--- config.mk ---
export PLATFORM = sky130hd
export DESIGN_NAME = regfile_ctrl_flat
export DESIGN_NICKNAME = d
export VERILOG_FILES = /design/src/rtl/regfile_pkg.sv /design/src/rtl/regfile_if.sv /design/src/rtl/regfile_bypass.sv /design/src/rtl/regfile_ctrl.sv /design/src/flat_wrapper.sv
export SDC_FILE = /design/constraint.sdc
export NUM_CORES = 1
export LEC_CHECK = 0
export CELL_PAD_IN_SITES_DETAIL_PLACEMENT = 1
export CELL_PAD_IN_SITES_GLOBAL_PLACEMENT = 2
export CORE_AREA = 2 2 196 121
export CTS_CLUSTER_SIZE = 14
export DETAILED_ROUTE_END_ITERATION = 6
export DIE_AREA = 0 0 198 123
export PLACE_DENSITY = 0.79
export SKIP_LAST_GASP = 1
export SYNTH_ARGS = -nofsm -noshare
export SYNTH_HDL_FRONTEND = slang
export SYNTH_SLANG_ARGS = --single-unit
export TNS_END_PERCENT = 1
--- constraint.sdc ---
create_clock -name clk -period 2.1 [get_ports clk]
set_clock_uncertainty 0.2 [all_clocks]
set_input_delay 0.21 -clock clk [delete_from_list [all_inputs] [get_ports clk]]
set_output_delay 0.21 -clock clk [all_outputs]
set_load 0.1 [all_outputs]
--- src/rtl/regfile_pkg.sv ---
// Shared widths, constants and FSM state type for the register-file controller.
package regfile_pkg;
  localparam int unsigned REG_AW = 5;
  localparam int unsigned REG_DW = 32;
  localparam logic [REG_AW-1:0] REG_ZERO = REG_AW'(0);

  typedef enum logic [1:0] {
    INIT   = 2'd0,
    RUN    = 2'd1,
    DBG_RD = 2'd2
  } state_e;
endpackage

--- src/rtl/regfile_if.sv ---
// Bundle of pipeline, debug and register-file signals around regfile_ctrl.
//   master : pipeline/debug requester and register file (drives requests, rf_rd*)
//   slave  : regfile_ctrl (drives read data, busy, debug ack, rf_* controls)
interface regfile_if;
  import regfile_pkg::*;

  logic              wb_we;
  logic [REG_AW-1:0] wb_addr;
  logic [REG_DW-1:0] wb_data;
  logic [REG_AW-1:0] rs_addr;
  logic [REG_AW-1:0] rt_addr;
  logic [REG_DW-1:0] rs_data;
  logic [REG_DW-1:0] rt_data;
  logic              busy;
  logic              dbg_req;
  logic              dbg_wr;
  logic [REG_AW-1:0] dbg_addr;
  logic [REG_DW-1:0] dbg_wdata;
  logic              dbg_ack;
  logic [REG_DW-1:0] dbg_rdata;
  logic [REG_AW-1:0] rf_a1;
  logic [REG_AW-1:0] rf_a2;
  logic [REG_AW-1:0] rf_a3;
  logic [REG_DW-1:0] rf_wd;
  logic              rf_we;
  logic [REG_DW-1:0] rf_rd1;
  logic [REG_DW-1:0] rf_rd2;

  modport master (
    output wb_we, wb_addr, wb_data, rs_addr, rt_addr,
           dbg_req, dbg_wr, dbg_addr, dbg_wdata, rf_rd1, rf_rd2,
    input  rs_data, rt_data, busy, dbg_ack, dbg_rdata,
           rf_a1, rf_a2, rf_a3, rf_wd, rf_we
  );

  modport slave (
    input  wb_we, wb_addr, wb_data, rs_addr, rt_addr,
           dbg_req, dbg_wr, dbg_addr, dbg_wdata, rf_rd1, rf_rd2,
    output rs_data, rt_data, busy, dbg_ack, dbg_rdata,
           rf_a1, rf_a2, rf_a3, rf_wd, rf_we
  );
endinterface

--- src/rtl/regfile_bypass.sv ---
// Write-to-read forwarding for a synchronous-read register file.
// Registers the write committed this cycle and the read addresses issued this
// cycle; next cycle the raw register-file data is replaced by the forwarded
// write on an address match, and address 0 always reads as zero.
//   clk, reset        : clock, async active-high reset
//   i_we/i_wa/i_wd    : write port as presented to the register file
//   i_ra1/i_ra2       : read addresses presented to the register file
//   i_rd1/i_rd2       : register file read data (one cycle later)
//   o_rd1/o_rd2       : corrected read data
//   o_dbg_rd          : corrected data for port 1 (shared with debug reads)
module regfile_bypass
  import regfile_pkg::*;
(
  input  logic              clk,
  input  logic              reset,
  input  logic              i_we,
  input  logic [REG_AW-1:0] i_wa,
  input  logic [REG_DW-1:0] i_wd,
  input  logic [REG_AW-1:0] i_ra1,
  input  logic [REG_AW-1:0] i_ra2,
  input  logic [REG_DW-1:0] i_rd1,
  input  logic [REG_DW-1:0] i_rd2,
  output logic [REG_DW-1:0] o_rd1,
  output logic [REG_DW-1:0] o_rd2,
  output logic [REG_DW-1:0] o_dbg_rd
);
  logic              r_wvld;
  logic [REG_AW-1:0] r_wa;
  logic [REG_DW-1:0] r_wd;
  logic [REG_AW-1:0] r_ra1;
  logic [REG_AW-1:0] r_ra2;

  // Capture the write and the read addresses of the current cycle.
  always_ff @(posedge clk or posedge reset) begin
    if (reset) begin
      r_wvld <= 1'b0;
      r_wa   <= REG_ZERO;
      r_wd   <= '0;
      r_ra1  <= REG_ZERO;
      r_ra2  <= REG_ZERO;
    end else begin
      r_wvld <= i_we;
      r_wa   <= i_wa;
      r_wd   <= i_wd;
      r_ra1  <= i_ra1;
      r_ra2  <= i_ra2;
    end
  end

  // Address 0 dominates, then forwarding, then the array output.
  always_comb begin
    o_rd1 = i_rd1;
    o_rd2 = i_rd2;
    if (r_ra1 == REG_ZERO)             o_rd1 = '0;
    else if (r_wvld && (r_wa == r_ra1)) o_rd1 = r_wd;
    if (r_ra2 == REG_ZERO)             o_rd2 = '0;
    else if (r_wvld && (r_wa == r_ra2)) o_rd2 = r_wd;
  end

  assign o_dbg_rd = o_rd1;
endmodule

--- src/rtl/regfile_ctrl.sv ---
// Register-file controller: clears all registers after reset, arbitrates the
// single write port between pipeline writeback and debug writes, serves debug
// reads by borrowing read port 1 for one stalled cycle, and forwards writes to
// same-cycle reads.
//   clk, reset : clock, async active-high reset
//   bus        : regfile_if.slave (pipeline, debug and register-file signals)
// Build option: define REGFILE_DBG_EN to enable the debug port and DBG_RD state;
// without it debug inputs are ignored and dbg_ack/dbg_rdata stay 0.
module regfile_ctrl
  import regfile_pkg::*;
#(
  parameter int unsigned NUM_REGS = 32
) (
  input  logic     clk,
  input  logic     reset,
  regfile_if.slave bus
);
  localparam int unsigned CW = (NUM_REGS > 1) ? $clog2(NUM_REGS) : 1;

  state_e            r_state;
  state_e            w_state_nxt;
  logic [CW-1:0]     r_cnt;
  logic              w_rf_we;
  logic [REG_AW-1:0] w_rf_a1;
  logic [REG_AW-1:0] w_rf_a3;
  logic [REG_DW-1:0] w_rf_wd;
  logic              w_busy;
  logic              w_dbg_ack;
  logic [REG_DW-1:0] w_dbg_rdata;
  logic [REG_DW-1:0] w_rs_data;
  logic [REG_DW-1:0] w_rt_data;
  logic [REG_DW-1:0] w_byp_dbg;

  // State register.
  always_ff @(posedge clk or posedge reset) begin
    if (reset) r_state <= INIT;
    else       r_state <= w_state_nxt;
  end

  // Clear-sweep address counter, only advances in INIT.
  always_ff @(posedge clk or posedge reset) begin
    if (reset)                r_cnt <= '0;
    else if (r_state == INIT) r_cnt <= r_cnt + CW'(1);
    else                      r_cnt <= '0;
  end

  // Next state and write-port / read-port-1 steering.
  always_comb begin
    w_state_nxt = r_state;
    w_rf_we     = bus.wb_we && (bus.wb_addr != REG_ZERO);
    w_rf_a1     = bus.rs_addr;
    w_rf_a3     = bus.wb_addr;
    w_rf_wd     = bus.wb_data;
    w_busy      = 1'b0;
    w_dbg_ack   = 1'b0;
    case (r_state)
      INIT: begin
        w_busy  = 1'b1;
        w_rf_we = !reset;
        w_rf_a3 = REG_AW'(r_cnt);
        w_rf_wd = '0;
        if (r_cnt == CW'(NUM_REGS - 1)) w_state_nxt = RUN;
      end
      RUN: begin
`ifdef REGFILE_DBG_EN
        if (bus.dbg_req) begin
          if (bus.dbg_wr) begin
            // Debug write only takes the port when writeback leaves it free.
            if (!bus.wb_we) begin
              w_rf_we   = (bus.dbg_addr != REG_ZERO);
              w_rf_a3   = bus.dbg_addr;
              w_rf_wd   = bus.dbg_wdata;
              w_dbg_ack = 1'b1;
            end
          end else begin
            w_busy      = 1'b1;
            w_rf_a1     = bus.dbg_addr;
            w_state_nxt = DBG_RD;
          end
        end
`endif
      end
      DBG_RD: begin
`ifdef REGFILE_DBG_EN
        w_dbg_ack = 1'b1;
`endif
        w_state_nxt = RUN;
      end
      default: w_state_nxt = INIT;
    endcase
  end

  regfile_bypass u_bypass (
    .clk      (clk),
    .reset    (reset),
    .i_we     (w_rf_we),
    .i_wa     (w_rf_a3),
    .i_wd     (w_rf_wd),
    .i_ra1    (w_rf_a1),
    .i_ra2    (bus.rt_addr),
    .i_rd1    (bus.rf_rd1),
    .i_rd2    (bus.rf_rd2),
    .o_rd1    (w_rs_data),
    .o_rd2    (w_rt_data),
    .o_dbg_rd (w_byp_dbg)
  );

`ifdef REGFILE_DBG_EN
  logic [REG_DW-1:0] r_dbg_rdata;

  // Hold the last debug read result after the ack cycle.
  always_ff @(posedge clk or posedge reset) begin
    if (reset)                  r_dbg_rdata <= '0;
    else if (r_state == DBG_RD) r_dbg_rdata <= w_byp_dbg;
  end

  assign w_dbg_rdata = (r_state == DBG_RD) ? w_byp_dbg : r_dbg_rdata;
`else
  logic w_dbg_unused;
  assign w_dbg_unused = ^{bus.dbg_req, bus.dbg_wr, bus.dbg_addr, bus.dbg_wdata, w_byp_dbg};
  assign w_dbg_rdata  = '0;
`endif

  assign bus.rf_we     = w_rf_we;
  assign bus.rf_a1     = w_rf_a1;
  assign bus.rf_a2     = bus.rt_addr;
  assign bus.rf_a3     = w_rf_a3;
  assign bus.rf_wd     = w_rf_wd;
  assign bus.busy      = w_busy;
  assign bus.dbg_ack   = w_dbg_ack;
  assign bus.dbg_rdata = w_dbg_rdata;
  assign bus.rs_data   = w_rs_data;
  assign bus.rt_data   = w_rt_data;
endmodule

--- src/flat_wrapper.sv ---
// flat-port wrapper written by rule: the top's interface ports become plain ports
module regfile_ctrl_flat import regfile_pkg::*;
#(
  parameter int unsigned NUM_REGS = 32
)
  (clk, reset, bus_wb_we, bus_wb_addr, bus_wb_data, bus_rs_addr, bus_rt_addr, bus_dbg_req, bus_dbg_wr, bus_dbg_addr, bus_dbg_wdata, bus_rf_rd1, bus_rf_rd2, bus_rs_data, bus_rt_data, bus_busy, bus_dbg_ack, bus_dbg_rdata, bus_rf_a1, bus_rf_a2, bus_rf_a3, bus_rf_wd, bus_rf_we);
  regfile_if bus_i ();
  input  logic clk;
  input  logic reset;
  input wire logic [$bits(bus_i.wb_we)-1:0] bus_wb_we;
  input wire logic [$bits(bus_i.wb_addr)-1:0] bus_wb_addr;
  input wire logic [$bits(bus_i.wb_data)-1:0] bus_wb_data;
  input wire logic [$bits(bus_i.rs_addr)-1:0] bus_rs_addr;
  input wire logic [$bits(bus_i.rt_addr)-1:0] bus_rt_addr;
  input wire logic [$bits(bus_i.dbg_req)-1:0] bus_dbg_req;
  input wire logic [$bits(bus_i.dbg_wr)-1:0] bus_dbg_wr;
  input wire logic [$bits(bus_i.dbg_addr)-1:0] bus_dbg_addr;
  input wire logic [$bits(bus_i.dbg_wdata)-1:0] bus_dbg_wdata;
  input wire logic [$bits(bus_i.rf_rd1)-1:0] bus_rf_rd1;
  input wire logic [$bits(bus_i.rf_rd2)-1:0] bus_rf_rd2;
  output wire logic [$bits(bus_i.rs_data)-1:0] bus_rs_data;
  output wire logic [$bits(bus_i.rt_data)-1:0] bus_rt_data;
  output wire logic [$bits(bus_i.busy)-1:0] bus_busy;
  output wire logic [$bits(bus_i.dbg_ack)-1:0] bus_dbg_ack;
  output wire logic [$bits(bus_i.dbg_rdata)-1:0] bus_dbg_rdata;
  output wire logic [$bits(bus_i.rf_a1)-1:0] bus_rf_a1;
  output wire logic [$bits(bus_i.rf_a2)-1:0] bus_rf_a2;
  output wire logic [$bits(bus_i.rf_a3)-1:0] bus_rf_a3;
  output wire logic [$bits(bus_i.rf_wd)-1:0] bus_rf_wd;
  output wire logic [$bits(bus_i.rf_we)-1:0] bus_rf_we;
  assign bus_i.wb_we = bus_wb_we;
  assign bus_i.wb_addr = bus_wb_addr;
  assign bus_i.wb_data = bus_wb_data;
  assign bus_i.rs_addr = bus_rs_addr;
  assign bus_i.rt_addr = bus_rt_addr;
  assign bus_i.dbg_req = bus_dbg_req;
  assign bus_i.dbg_wr = bus_dbg_wr;
  assign bus_i.dbg_addr = bus_dbg_addr;
  assign bus_i.dbg_wdata = bus_dbg_wdata;
  assign bus_i.rf_rd1 = bus_rf_rd1;
  assign bus_i.rf_rd2 = bus_rf_rd2;
  assign bus_rs_data = bus_i.rs_data;
  assign bus_rt_data = bus_i.rt_data;
  assign bus_busy = bus_i.busy;
  assign bus_dbg_ack = bus_i.dbg_ack;
  assign bus_dbg_rdata = bus_i.dbg_rdata;
  assign bus_rf_a1 = bus_i.rf_a1;
  assign bus_rf_a2 = bus_i.rf_a2;
  assign bus_rf_a3 = bus_i.rf_a3;
  assign bus_rf_wd = bus_i.rf_wd;
  assign bus_rf_we = bus_i.rf_we;
  regfile_ctrl #(.NUM_REGS(NUM_REGS)) u_core (.clk(clk), .reset(reset), .bus(bus_i));
endmodule
[Word-level counts from Yosys, hierarchy flattened]
Index checks and enable logic that the tools add are counted.
Operators by class
  $add $sub $neg: 1
  eq/ne operators: 6
  multiplexer cells: 11
  bitwise logic cells: 1
  reduce and logical (&&, ||, !) cells: 9
Operator list (number)
  $mux W32: 5
  $eq A5 B5 Y1: 2
  $logic_not A5 Y1: 2
  $mux W5: 2
  $pmux W2 S3: 1
  $add A5 B1 Y5 const B: 1
  $eq A5 B5 Y1 const B: 1
  $reduce_bool A5 Y1: 1
  $logic_and A1 B1 Y1: 3
  $eq A2 B1 Y1 const B: 1
  $eq A2 B2 Y1 const B: 1
  $logic_not A2 Y1: 1
  $mux W1: 2
  $mux W2: 1
  $ne A2 B2 Y1 const B: 1
  $reduce_and A2 Y1: 1
  $logic_not A1 Y1: 1
  $not A1 Y1: 1
Word-level totals
  flip-flop bits (word level): 55
  input bits: 153
  output and inout port bits: 146
  word-level logic and storage cells: 35

[Logic depth before layout (Yosys ltp)]
Gate-level depths: netlist of the first run.
  depth in word-level cells: 4
  gate-level depth with buffers: 6
  mapped depth without buffers: 4

[Hierarchy]
Synthesis of the first run repeated with hierarchy kept, for this count alone.
Unflattened totals
  cells, all modules: 440
  area, all modules: 3638.5 µm²
Modules (own cells, without submodules)
  regfile_bypass: times used 1, cells an instance 327, area each 2723.9 µm², seq. area each 1201.2 µm²
  regfile_ctrl: times used 1, cells an instance 113, area each 914.6 µm², seq. area each 150.1 µm²

[Worst setup path after synthesis of the first run]
OpenSTA, ideal clock, no wires.
  kind: register to output
  start: reg u_core.u_bypass.r_wa[1]
  end: out bus_rt_data[21]
  arrival: 3.240 ns
  required time: 1.690 ns
  slack: -1.550 ns
  cell stages (with the launch flop): 7
  buffers on the path: 2
  cell sequence: dfrtp_1 -> xnor2_1 -> and2_1 -> clkbuf_1 -> and2_1 -> buf_4 -> o21ai_0
Between the ends
  cells in the longest elaborated chain, start to end: 4
RTL lines
  start: declaration: RTL line regfile_bypass.sv:28  | logic [REG_AW-1:0] r_wa;
  start signal: assignment: RTL line regfile_bypass.sv:43  | r_wa <= i_wa;
  $eq A5 B5 Y1: RTL line regfile_bypass.sv:57  | else if (r_wvld && (r_wa == r_ra2)) o_rd2 = r_wd;
  $logic_and A1 B1 Y1: RTL line regfile_bypass.sv:57
  $mux W32: RTL line regfile_bypass.sv:57
  $mux W32: RTL line regfile_bypass.sv:56  | if (r_ra2 == REG_ZERO) o_rd2 = '0;
  end: declaration: RTL line flat_wrapper.sv:22  | output wire logic [$bits(bus_i.rt_data)-1:0] bus_rt_data;
No other way between the ends.

[Final worst setup path of the first run]
  start: reg u_core.u_bypass.r_ra1[2]
  end: out bus_rs_data[10]
Between the ends
  cells in the longest elaborated chain, start to end: 4
  elaborated cells on any way between the ends: 5
  classes of those cells: eq/ne (1); mux (2); reduce/logical (2)
RTL lines
  start: declaration: RTL line regfile_bypass.sv:30  | logic [REG_AW-1:0] r_ra1;
  start signal: assignment: RTL line regfile_bypass.sv:45  | r_ra1 <= i_ra1;
  $eq A5 B5 Y1: RTL line regfile_bypass.sv:55  | else if (r_wvld && (r_wa == r_ra1)) o_rd1 = r_wd;
  $logic_and A1 B1 Y1: RTL line regfile_bypass.sv:55
  $mux W32: RTL line regfile_bypass.sv:55
  $mux W32 (*): RTL line regfile_bypass.sv:54  | if (r_ra1 == REG_ZERO) o_rd1 = '0;
  end: declaration: RTL line flat_wrapper.sv:21  | output wire logic [$bits(bus_i.rs_data)-1:0] bus_rs_data;
Every way passes the cells marked *; elsewhere a longest branch is shown, timed or not.

==> flow_metrics.py, run 1 <==
metrics = {
    "sta": {
        "final_hold_viol_count": 0,
        "setup_tns_ns": -21.77,
        "period_share": 1.185,
        "max_freq_mhz": 401.8,
        "slew_violations": 0,
        "min_period_ns": 2.489,
        "fin_ws_ns": -0.3891,
        "rsz0062_at_grt": "yes",
        "setup_viol": 64,
    },
    "setup_path": {
        "r2r_start": "u_core.r_cnt[0]",
        "start_kind": "flop",
        "cp-end-kind": "output port",
        "critPathRequiredTime_ns": 1.69,
        "crit_top_cell": "buf_12",
        "cp_max_fo": 9,
        "cp-startpoint": "u_core.u_bypass.r_ra1[2]",
        "crit_buf_inv": 4,
        "slowest_stage": "dfrtp_1",
        "cp_cell_sequence": "xor2_2, nor4_4, buf_4, buf_8, buf_12, nand4_1, o21ai_2, buf_12",
        "crit_path_max_incr_delay_ns": 0.42,
        "critical_path_class": "reg2out",
        "critPathArrivalTime_ns": 2.08,
        "crit_family": "buffers and inverters",
    },
    "cts": {
        "cts_made_buffers": 5,
        "cts_tree": "done",
        "cts.clk_slew.worst_paths_ns": 0.08,
        "root_buffer": "clkbuf_16",
        "holdBufCountCts": 0,
        "clk-insertion-delay-late_ns": 0.30,
        "cts_max_level": 2,
        "clock_path_buffers": 2,
        "cts_sinks": 54,
    },
    "synthesis": {
        "synthArstFlopShare": 1.000,
        "synthDominantCellAreaShare": 0.4036,
        "synth_ff_type": "dfrtp_1",
        "synth_most_common_cell": "nand2_1",
        "syn_area_um2": 3348,
        "synth_seq_cells": 54,
        "synth_common_cells": "66 x nand2_1, 64 x nand4_1, 54 x dfrtp_1",
        "avgSynthCellArea_um2": 8.308,
        "synth.distinct_cells": 24,
        "synth_area_leaders": "dfrtp_1 40%, nand4_1 12%, buf_4 10%",
        "synth-edff-count": 0,
        "ys_seq_area_frac": 0.4036,
        "synth-warning-count": 0,
        "synth_top_area_cell": "dfrtp_1",
        "syn_inst": 403,
    },
    "outcome": {
        "violations": "negative setup slack",
        "outcome": "finished with violations",
    },
    "die": {
        "die_w_um": 198,
        "rows": 43,
        "start_util": 0.1478,
        "dieHeight_um": 123,
        "dieArea_um2": 24350,
        "ios": 299,
        "core-area_um2": 22650,
    },
    "global_route": {
        "antenna_found_initial": 0,
        "busiest_layer": "met2",
        "grt_use_met2": 0.2099,
        "grt_max_degree": 55,
        "grtUsageMet1": 0.1889,
        "gr-total-overflow": 0,
        "grt_pass1_wl_um": 24560,
        "grt_pass1_vias": 4031,
        "grtUsageTotal": 0.1347,
        "use_met3": 0.03846,
    },
    "finish": {
        "stdcell_count": 932,
        "final_nets": 771,
        "drive_above_1_share": 0.3776,
        "register_area_um2": 1354,
        "multi_input_area_um2": 1934,
        "n_fill_cell": 2504,
        "antenna_cells": 0,
        "area_growth_pct": 127.9,
    },
    "job": {
        "maxCapViolations": 0,
    },
    "route": {
        "vias": 3744,
        "drc_errors": 0,
        "firstDrtPassIters": 4,
        "wire_per_inst_um": 17.90,
        "drtAntennaViolNets": 0,
        "finalWirelength_um": 16690,
        "vias_per_cell": 4.017,
        "first_iter_violations": 131,
    },
    "power_and_ir_drop": {
        "p_seq_frac": 0.248,
        "power.net_switching_mw": 2.150,
        "leakage_nw": 3.202,
        "powerDensity_nw_per_um2": 594.1,
        "p_sw_frac": 0.4742,
        "clkPwrFrac": 0.200,
        "power.ir.vdd_worst_mv": 0.3085,
        "pwr-share-comb": 0.553,
        "intPower_mw": 2.384,
    },
    "placed_design": {
        "port_buffers": 226,
        "dp.cells": 919,
        "gp_congestion": 0.7217,
        "post-dp-hpwl_um": 13080,
    },
    "hold_path": {
        "hp-class": "in2async",
    },
}
[state kept, by name (all words and copies together), names as in the netlist]
register	cells
u_core.u_bypass.r_wd	32
u_core.r_cnt	5
u_core.u_bypass.r_wvld	1
u_core.u_bypass.r_wa	5
u_core.u_bypass.r_ra2	5
u_core.r_state	1
u_core.u_bypass.r_ra1	5
[final timing paths]
kind / endpoint / slack [ns] / depth (start not counted)
max in group asynchronous: u_core.u_bypass.r_wa[2] / 1.29 / 3
hold / removal: u_core.r_cnt[4] / 0.14 / 3
min in group clk: u_core.u_bypass.r_ra2[0] / 0.25 / 1
setup reg to reg: u_core.r_state[0] / 0.51 / 4
setup / recovery: bus_rs_data[10] / -0.39 / 8
hold reg to reg: u_core.r_cnt[0] / 0.30 / 1
[area by class of cell]
type                    count  share of cell area
inverters                   2           0.0009839
clock buffers               5             0.01640
multi-input cells         299              0.2535
flip-flops and latches     54              0.1774
clock inverters             3            0.003444
well taps                 315             0.05166
repair buffers            254              0.4966
[worst min-delay path, delay by kind of cell]
family | cells | cell delay, ns
buffers and inverters | 3 | 0.83
[per-layer routing]
layer | up-vias | part of all wire
met5 | - | 0
met4 | 0 | 0.012
met3 | 10 | 0.080
met2 | 159 | 0.44
met1 | 1820 | 0.47
li1 | 1755 | -
[placed cells by master (no fill, tap or decap), drive strengths merged]
master,n
nand4,64
xor2,9
nor2,5
nor4,2
or4,1
clkdlybuf4s50,113
xnor2,3
dfrtp,54
o211ai,1
or2,1
conb,33
o21ai,65
mux2,5
nand3,1
and3,1
clkbuf,6
nor2b,2
clkinv,1
and2,36
nor3,2
buf,140
inv,4
nand2,66
ha,2
[per-stage QoR]
step	hold WS (ns)	total power [mW]	utilization	area, µm²	setup slack [ns]
2_1_floorplan	0.04143	2.710	-	3712	-0.3587
3_3_place_gp	0.2737	3.616	0.3223	7300	-0.1837
3_5_place_dp	0.2809	3.631	0.3223	7300	-0.1439
4_1_cts	0.1535	4.582	0.3330	7542	-0.3900
5_1_grt	0.1695	4.713	0.3369	7630	-0.4936
6_report	0.1421	4.533	0.3369	7630	-0.3891
[power by group through the flow]
stage                     combinational, mW  sequential, mW  clock (mW)
after floorplan                        1.58            1.13           0
after global placement                 2.47            1.14           0
after detailed placement               2.49            1.14           0
after global routing                   2.58            1.13        1.00
after CTS                              2.51            1.12       0.951
final                                  2.51            1.12       0.905
[logic make-up (layout without fill, tap and decap cells)]
group,Yosys count,in the layout,share of synthesized area
AOI/OAI and AO/OA,66,66,0.09940
xor gates and xnor gates,12,12,0.03139
other,1,33,0.001120
buffers and inverters,82,264,0.1469
and+or+nand+nor,181,181,0.2934
adders and majority gates,2,2,0.007473
DFF,54,54,0.4036
muxes,5,5,0.01681
[repair_timing]
action | 4_1_cts | 5_1_grt
setup buffers | 3 | 0
pin swaps | 1 | 9
cloned | 1 | 1
resized for setup | 10 | 10
setup endpoints to repair | 64 | 82
No activity file was read; power rests on OpenSTA's default activity.
==> run 2: changes to the inputs <==
Settings changed: SKIP_CTS_REPAIR_TIMING set to 1.
==> flow_metrics.py, run 2 (same netlist as run 1, synthesis figures left out) <==
metrics = {
    "outcome": {
        "outcome": "finished with violations",
        "violations": "negative setup slack",
    },
    "setup_path": {
        "slowest_stage": "dfrtp_1",
        "critPathRequiredTime_ns": 1.69,
        "crit_path_max_incr_delay_ns": 0.40,
        "cp_max_fo": 9,
        "crit_top_cell": "buf_12",
        "critical_path_class": "reg2out",
        "cp_cell_sequence": "xor2_1, nor4_4, buf_6, buf_8, buf_12, nand4_1, o21ai_2, buf_12",
        "start_kind": "flop",
        "critPathArrivalTime_ns": 2.08,
        "cp-end-kind": "output port",
    },
    "placed_design": {
        "dp.cells": 919,
        "dpl_cell_area_um2": 7300,
        "port_buffers": 226,
        "post-dp-hpwl_um": 13080,
        "gp_congestion": 0.7217,
        "dp_slack_ns": -0.1439,
    },
    "route": {
        "vias": 3748,
        "firstDrtPassIters": 4,
        "drc_errors": 0,
        "finalWirelength_um": 16810,
        "drtAntennaViolNets": 0,
        "wire_per_inst_um": 18.05,
        "first_iter_violations": 118,
        "vias_per_cell": 4.026,
    },
    "die": {
        "core-area_um2": 22650,
        "rows": 43,
        "ios": 299,
        "die_w_um": 198,
        "dieHeight_um": 123,
        "start_util": 0.1478,
        "dieArea_um2": 24350,
    },
    "finish": {
        "area_growth_pct": 125.1,
        "fin_util": 0.3328,
        "final_nets": 770,
        "antenna_cells": 0,
        "n_fill_cell": 2512,
        "register_area_um2": 1353,
        "mostFrequentLayoutCell": "buf_12",
        "largest_register_ffs": 32,
        "drive_above_1_share": 0.3718,
        "design_area_um2": 7537,
        "stdcell_count": 931,
        "top_register": "u_core.u_bypass.r_wd",
        "layout_common_cells": "121 x buf_12, 113 x clkdlybuf4s50_1, 65 x o21ai_2",
        "multi_input_area_um2": 1881,
    },
    "power_and_ir_drop": {
        "p_sw_frac": 0.4746,
        "finalPower_mw": 4.517,
        "intPower_mw": 2.373,
        "clkPwrFrac": 0.200,
        "leakage_nw": 3.177,
        "powerDensity_nw_per_um2": 599.3,
        "power.net_switching_mw": 2.144,
        "p_seq_frac": 0.248,
        "pwr-share-comb": 0.552,
        "power.ir.vdd_worst_mv": 0.3050,
    },
    "cts": {
        "cts.clk_slew.worst_paths_ns": 0.08,
        "root_buffer": "clkbuf_16",
        "cts_sinks": 54,
        "cts_made_buffers": 5,
        "clock_path_buffers": 2,
        "cts_max_level": 2,
        "clk-insertion-delay-late_ns": 0.30,
        "cts_tree": "done",
    },
    "sta": {
        "rsz0062_at_grt": "yes",
        "hold-worst-slack_ns": 0.1459,
        "max_freq_mhz": 401.7,
        "slew_violations": 0,
        "setup_tns_ns": -22.28,
        "fin_ws_ns": -0.3894,
        "final_hold_viol_count": 0,
        "min_period_ns": 2.489,
        "setup_viol": 64,
        "period_share": 1.185,
    },
    "job": {
        "maxCapViolations": 0,
    },
    "global_route": {
        "grt_pass1_wl_um": 24380,
        "antenna_found_initial": 0,
        "gr-total-overflow": 0,
        "grt_max_degree": 55,
        "grt_pass1_vias": 4016,
        "grtUsageTotal": 0.1335,
    },
    "hold_path": {
        "hp-class": "in2async",
    },
}
## run 2: cell count changes in the layout (fill, tap and decap cells not counted), moves of 2 or more
cell	before	now
o21ai_2	60	65
o21ai_4	5	0
buf_12	123	121
buf_8	2	4
xor2_1	7	9
xor2_2	2	0
## run 2: critical path: cells and delay by family (launching register included)
family                    cells  cell delay, ns
buffers and inverters         4            0.62
and+or+nand+nor               2            0.42
DFF                           1            0.40
xor gates and xnor gates      1            0.20
AOI/OAI and AO/OA             1            0.12
## run 2: path summary, 6_finish.rpt
kind,slack [ns],to,startpoint,cells past startpoint
max,-0.39,bus_rs_data[1],u_core.u_bypass.r_ra1[2],8
min,0.15,u_core.r_cnt[4],reset,3
max reg2reg,0.51,u_core.r_state[0],u_core.r_cnt[0],4
min reg2reg,0.30,u_core.r_cnt[0],u_core.r_cnt[0],1
max in group asynchronous,1.29,u_core.u_bypass.r_wd[15],reset,3
min in group clk,0.25,u_core.u_bypass.r_ra2[0],bus_rt_addr[0],1
## run 2: layout make-up
type / count / area share
clock buffers: 5 / 0.01660
multi-input cells: 299 / 0.2495
well taps: 315 / 0.05229
clock inverters: 3 / 0.003486
inverters: 2 / 0.0009960
repair buffers: 253 / 0.4977
flip-flops and latches: 54 / 0.1794
## run 2: power groups by stage
| stage | Clock [mW] | Sequential [mW] | Combinational, mW |
|---|---|---|---|
| finish | 0.902 | 1.12 | 2.49 |
| global route | 1.00 | 1.13 | 2.57 |
| CTS | 0.951 | 1.12 | 2.49 |
| detailed placement | 0 | 1.14 | 2.49 |
| global placement | 0 | 1.14 | 2.47 |
| floorplan | 0 | 1.13 | 1.58 |
## run 2: per-layer routing
layer / GRT usage / wire length (µm) / vias to the layer above
li1: - / - / 1760
met1: 0.1866 / 7987 / 1823
met2: 0.2075 / 7334 / 155
met3: 0.03955 / 1302 / 10
met4: 0.01927 / 182 / 0
met5: 0 / 0 / -
==> run 3: changes to the inputs <==
Settings changed: CORE_AREA 2 2 196 121 to 2 2 138 86, DIE_AREA 0 0 198 123 to 0 0 140 88, DONT_BUFFER_PORTS set to 1, PLACE_DENSITY 0.79 to 0.78.
==> flow_metrics.py, run 3 (same netlist as run 1, synthesis figures left out) <==
metrics = {
    "power_and_ir_drop": {
        "pwr-share-comb": 0.507,
        "p_seq_frac": 0.263,
        "power.net_switching_mw": 1.982,
        "leakage_nw": 2.721,
        "p_sw_frac": 0.4650,
        "powerDensity_nw_per_um2": 691.8,
        "intPower_mw": 2.281,
        "clkPwrFrac": 0.230,
        "power.ir.vdd_worst_mv": 0.3470,
    },
    "route": {
        "firstDrtPassIters": 7,
        "vias_per_cell": 5.151,
        "finalWirelength_um": 14180,
        "drtAntennaViolNets": 0,
        "wire_per_inst_um": 21.35,
        "drc_errors": 16,
        "first_iter_violations": 161,
        "vias": 3420,
    },
    "cts": {
        "clock_path_buffers": 2,
        "cts_tree": "done",
        "cts_max_level": 2,
        "cts_made_buffers": 5,
        "cts.clk_slew.worst_paths_ns": 0.08,
        "cts_sinks": 54,
        "root_buffer": "clkbuf_16",
        "clk-insertion-delay-late_ns": 0.30,
    },
    "setup_path": {
        "critPathRequiredTime_ns": 1.69,
        "start_kind": "flop",
        "critical_path_class": "reg2out",
        "critPathArrivalTime_ns": 2.07,
        "cp_max_fo": 10,
        "cp-end-kind": "output port",
    },
    "finish": {
        "multi_input_area_um2": 1879,
        "antenna_cells": 0,
        "register_area_um2": 1351,
        "design_area_um2": 6162,
        "layout_common_cells": "103 x buf_12, 65 x o21ai_2, 64 x nand2_1, 64 x nand4_1, 54 x dfrtp_1",
        "n_fill_cell": 1166,
        "mostFrequentLayoutCell": "buf_12",
        "final_nets": 674,
        "largest_register_ffs": 32,
        "fin_util": 0.5565,
        "drive_above_1_share": 0.4096,
        "top_register": "u_core.u_bypass.r_wd",
        "area_growth_pct": 84.04,
    },
    "sta": {
        "tightest_slew_ns": 0.5634,
        "setup_viol": 67,
        "slew_violations": 0,
        "period_share": 1.182,
        "rsz0062_at_grt": "yes",
        "min_period_ns": 2.482,
        "fin_ws_ns": -0.3825,
        "final_hold_viol_count": 0,
        "hold-worst-slack_ns": 0.09360,
        "setup_tns_ns": -22.37,
        "max_slew_margin": 0.6244,
        "max_freq_mhz": 402.8,
    },
    "die": {
        "dieHeight_um": 88,
        "core-area_um2": 11070,
        "rows": 30,
        "die_w_um": 140,
        "start_util": 0.3024,
        "ios": 299,
        "dieArea_um2": 12320,
    },
    "job": {
        "maxCapViolations": 0,
    },
    "global_route": {
        "grt_pass1_wl_um": 19790,
        "grt_pass1_vias": 3417,
        "grtUsageTotal": 0.2100,
        "antenna_found_initial": 0,
        "grt_max_degree": 65,
        "gr-total-overflow": 0,
    },
    "placed_design": {
        "gp_congestion": 0.7831,
        "post-dp-hpwl_um": 10580,
        "port_buffers": 0,
        "dpl_cell_area_um2": 5623,
        "dp_slack_ns": -0.1066,
    },
    "outcome": {
        "violations": "design-rule violations, negative setup slack",
        "outcome": "finished with violations",
    },
    "hold_path": {
        "hp-class": "in2reg",
    },
}
-- run 3: changes by cell type in the layout (fill, tap and decap cells not counted), sizes merged --
| cell | previous run | this run |
|---|---|---|
| buf | 138 | 126 |
| bufinv | 0 | 1 |
| clkbuf | 7 | 6 |
| clkdlybuf4s50 | 113 | 0 |
| dlygate4sd3 | 0 | 30 |
| inv | 4 | 3 |
-- run 3: power groups by stage --
| stage | combinational, mW | sequential, mW | clock (mW) |
|---|---|---|---|
| final | 2.16 | 1.12 | 0.980 |
| after global routing | 2.22 | 1.13 | 1.06 |
| after CTS | 2.11 | 1.12 | 1.01 |
| after detailed placement | 2.11 | 1.14 | 0 |
| after global placement | 2.09 | 1.14 | 0 |
| after floorplan | 1.58 | 1.13 | 0 |
-- run 3: cell type report --
class | count | area share
clock buffers | 5 | 0.02030
clock inverters | 3 | 0.007716
inverters | 2 | 0.001218
multi-input cells | 299 | 0.3050
flip-flops and latches | 54 | 0.2193
well taps | 144 | 0.02924
repair buffers | 157 | 0.4173
-- run 3: metrics by stage --
stage | power [mW] | cells
detailed placement | 3.248 | 623
floorplan | 2.710 | 435
CTS | 4.242 | 631
finish | 4.263 | 664
global placement | 3.223 | 623
global route | 4.403 | 664
-- run 3: critical path, cell delays in order, from the launching register on --
cell and delay (ns):
dfrtp_1 0.42, xor2_1 0.20, nor4_4 0.29, buf_4 0.19
and2_4 0.22, clkbuf_16 0.20, o21ai_2 0.09, buf_12 0.17
-- run 3: worst paths after layout --
check	startpoint	to	slack [ns]	cells past startpoint
setup / recovery	u_core.u_bypass.r_wa[0]	bus_rs_data[18]	-0.38	7
hold / removal	bus_wb_data[24]	u_core.u_bypass.r_wd[24]	0.09	2
setup reg to reg	u_core.r_state[0]	u_core.u_bypass.r_wvld	0.13	3
hold reg to reg	u_core.r_cnt[0]	u_core.r_cnt[0]	0.31	1
max in group asynchronous	reset	u_core.u_bypass.r_wd[20]	0.77	3
min in group asynchronous	reset	u_core.r_cnt[2]	0.28	2
-- run 3: layer usage --
layer  routed length, µm  GRT usage  vias up  share of wire
li1                    -          -     1572              -
met1                5611     0.2719     1678           0.40
met2                7270     0.3596      164           0.51
met3                1223    0.06397        6          0.086
met4                  73    0.03122        0         0.0051
met5                   0          0        -              0
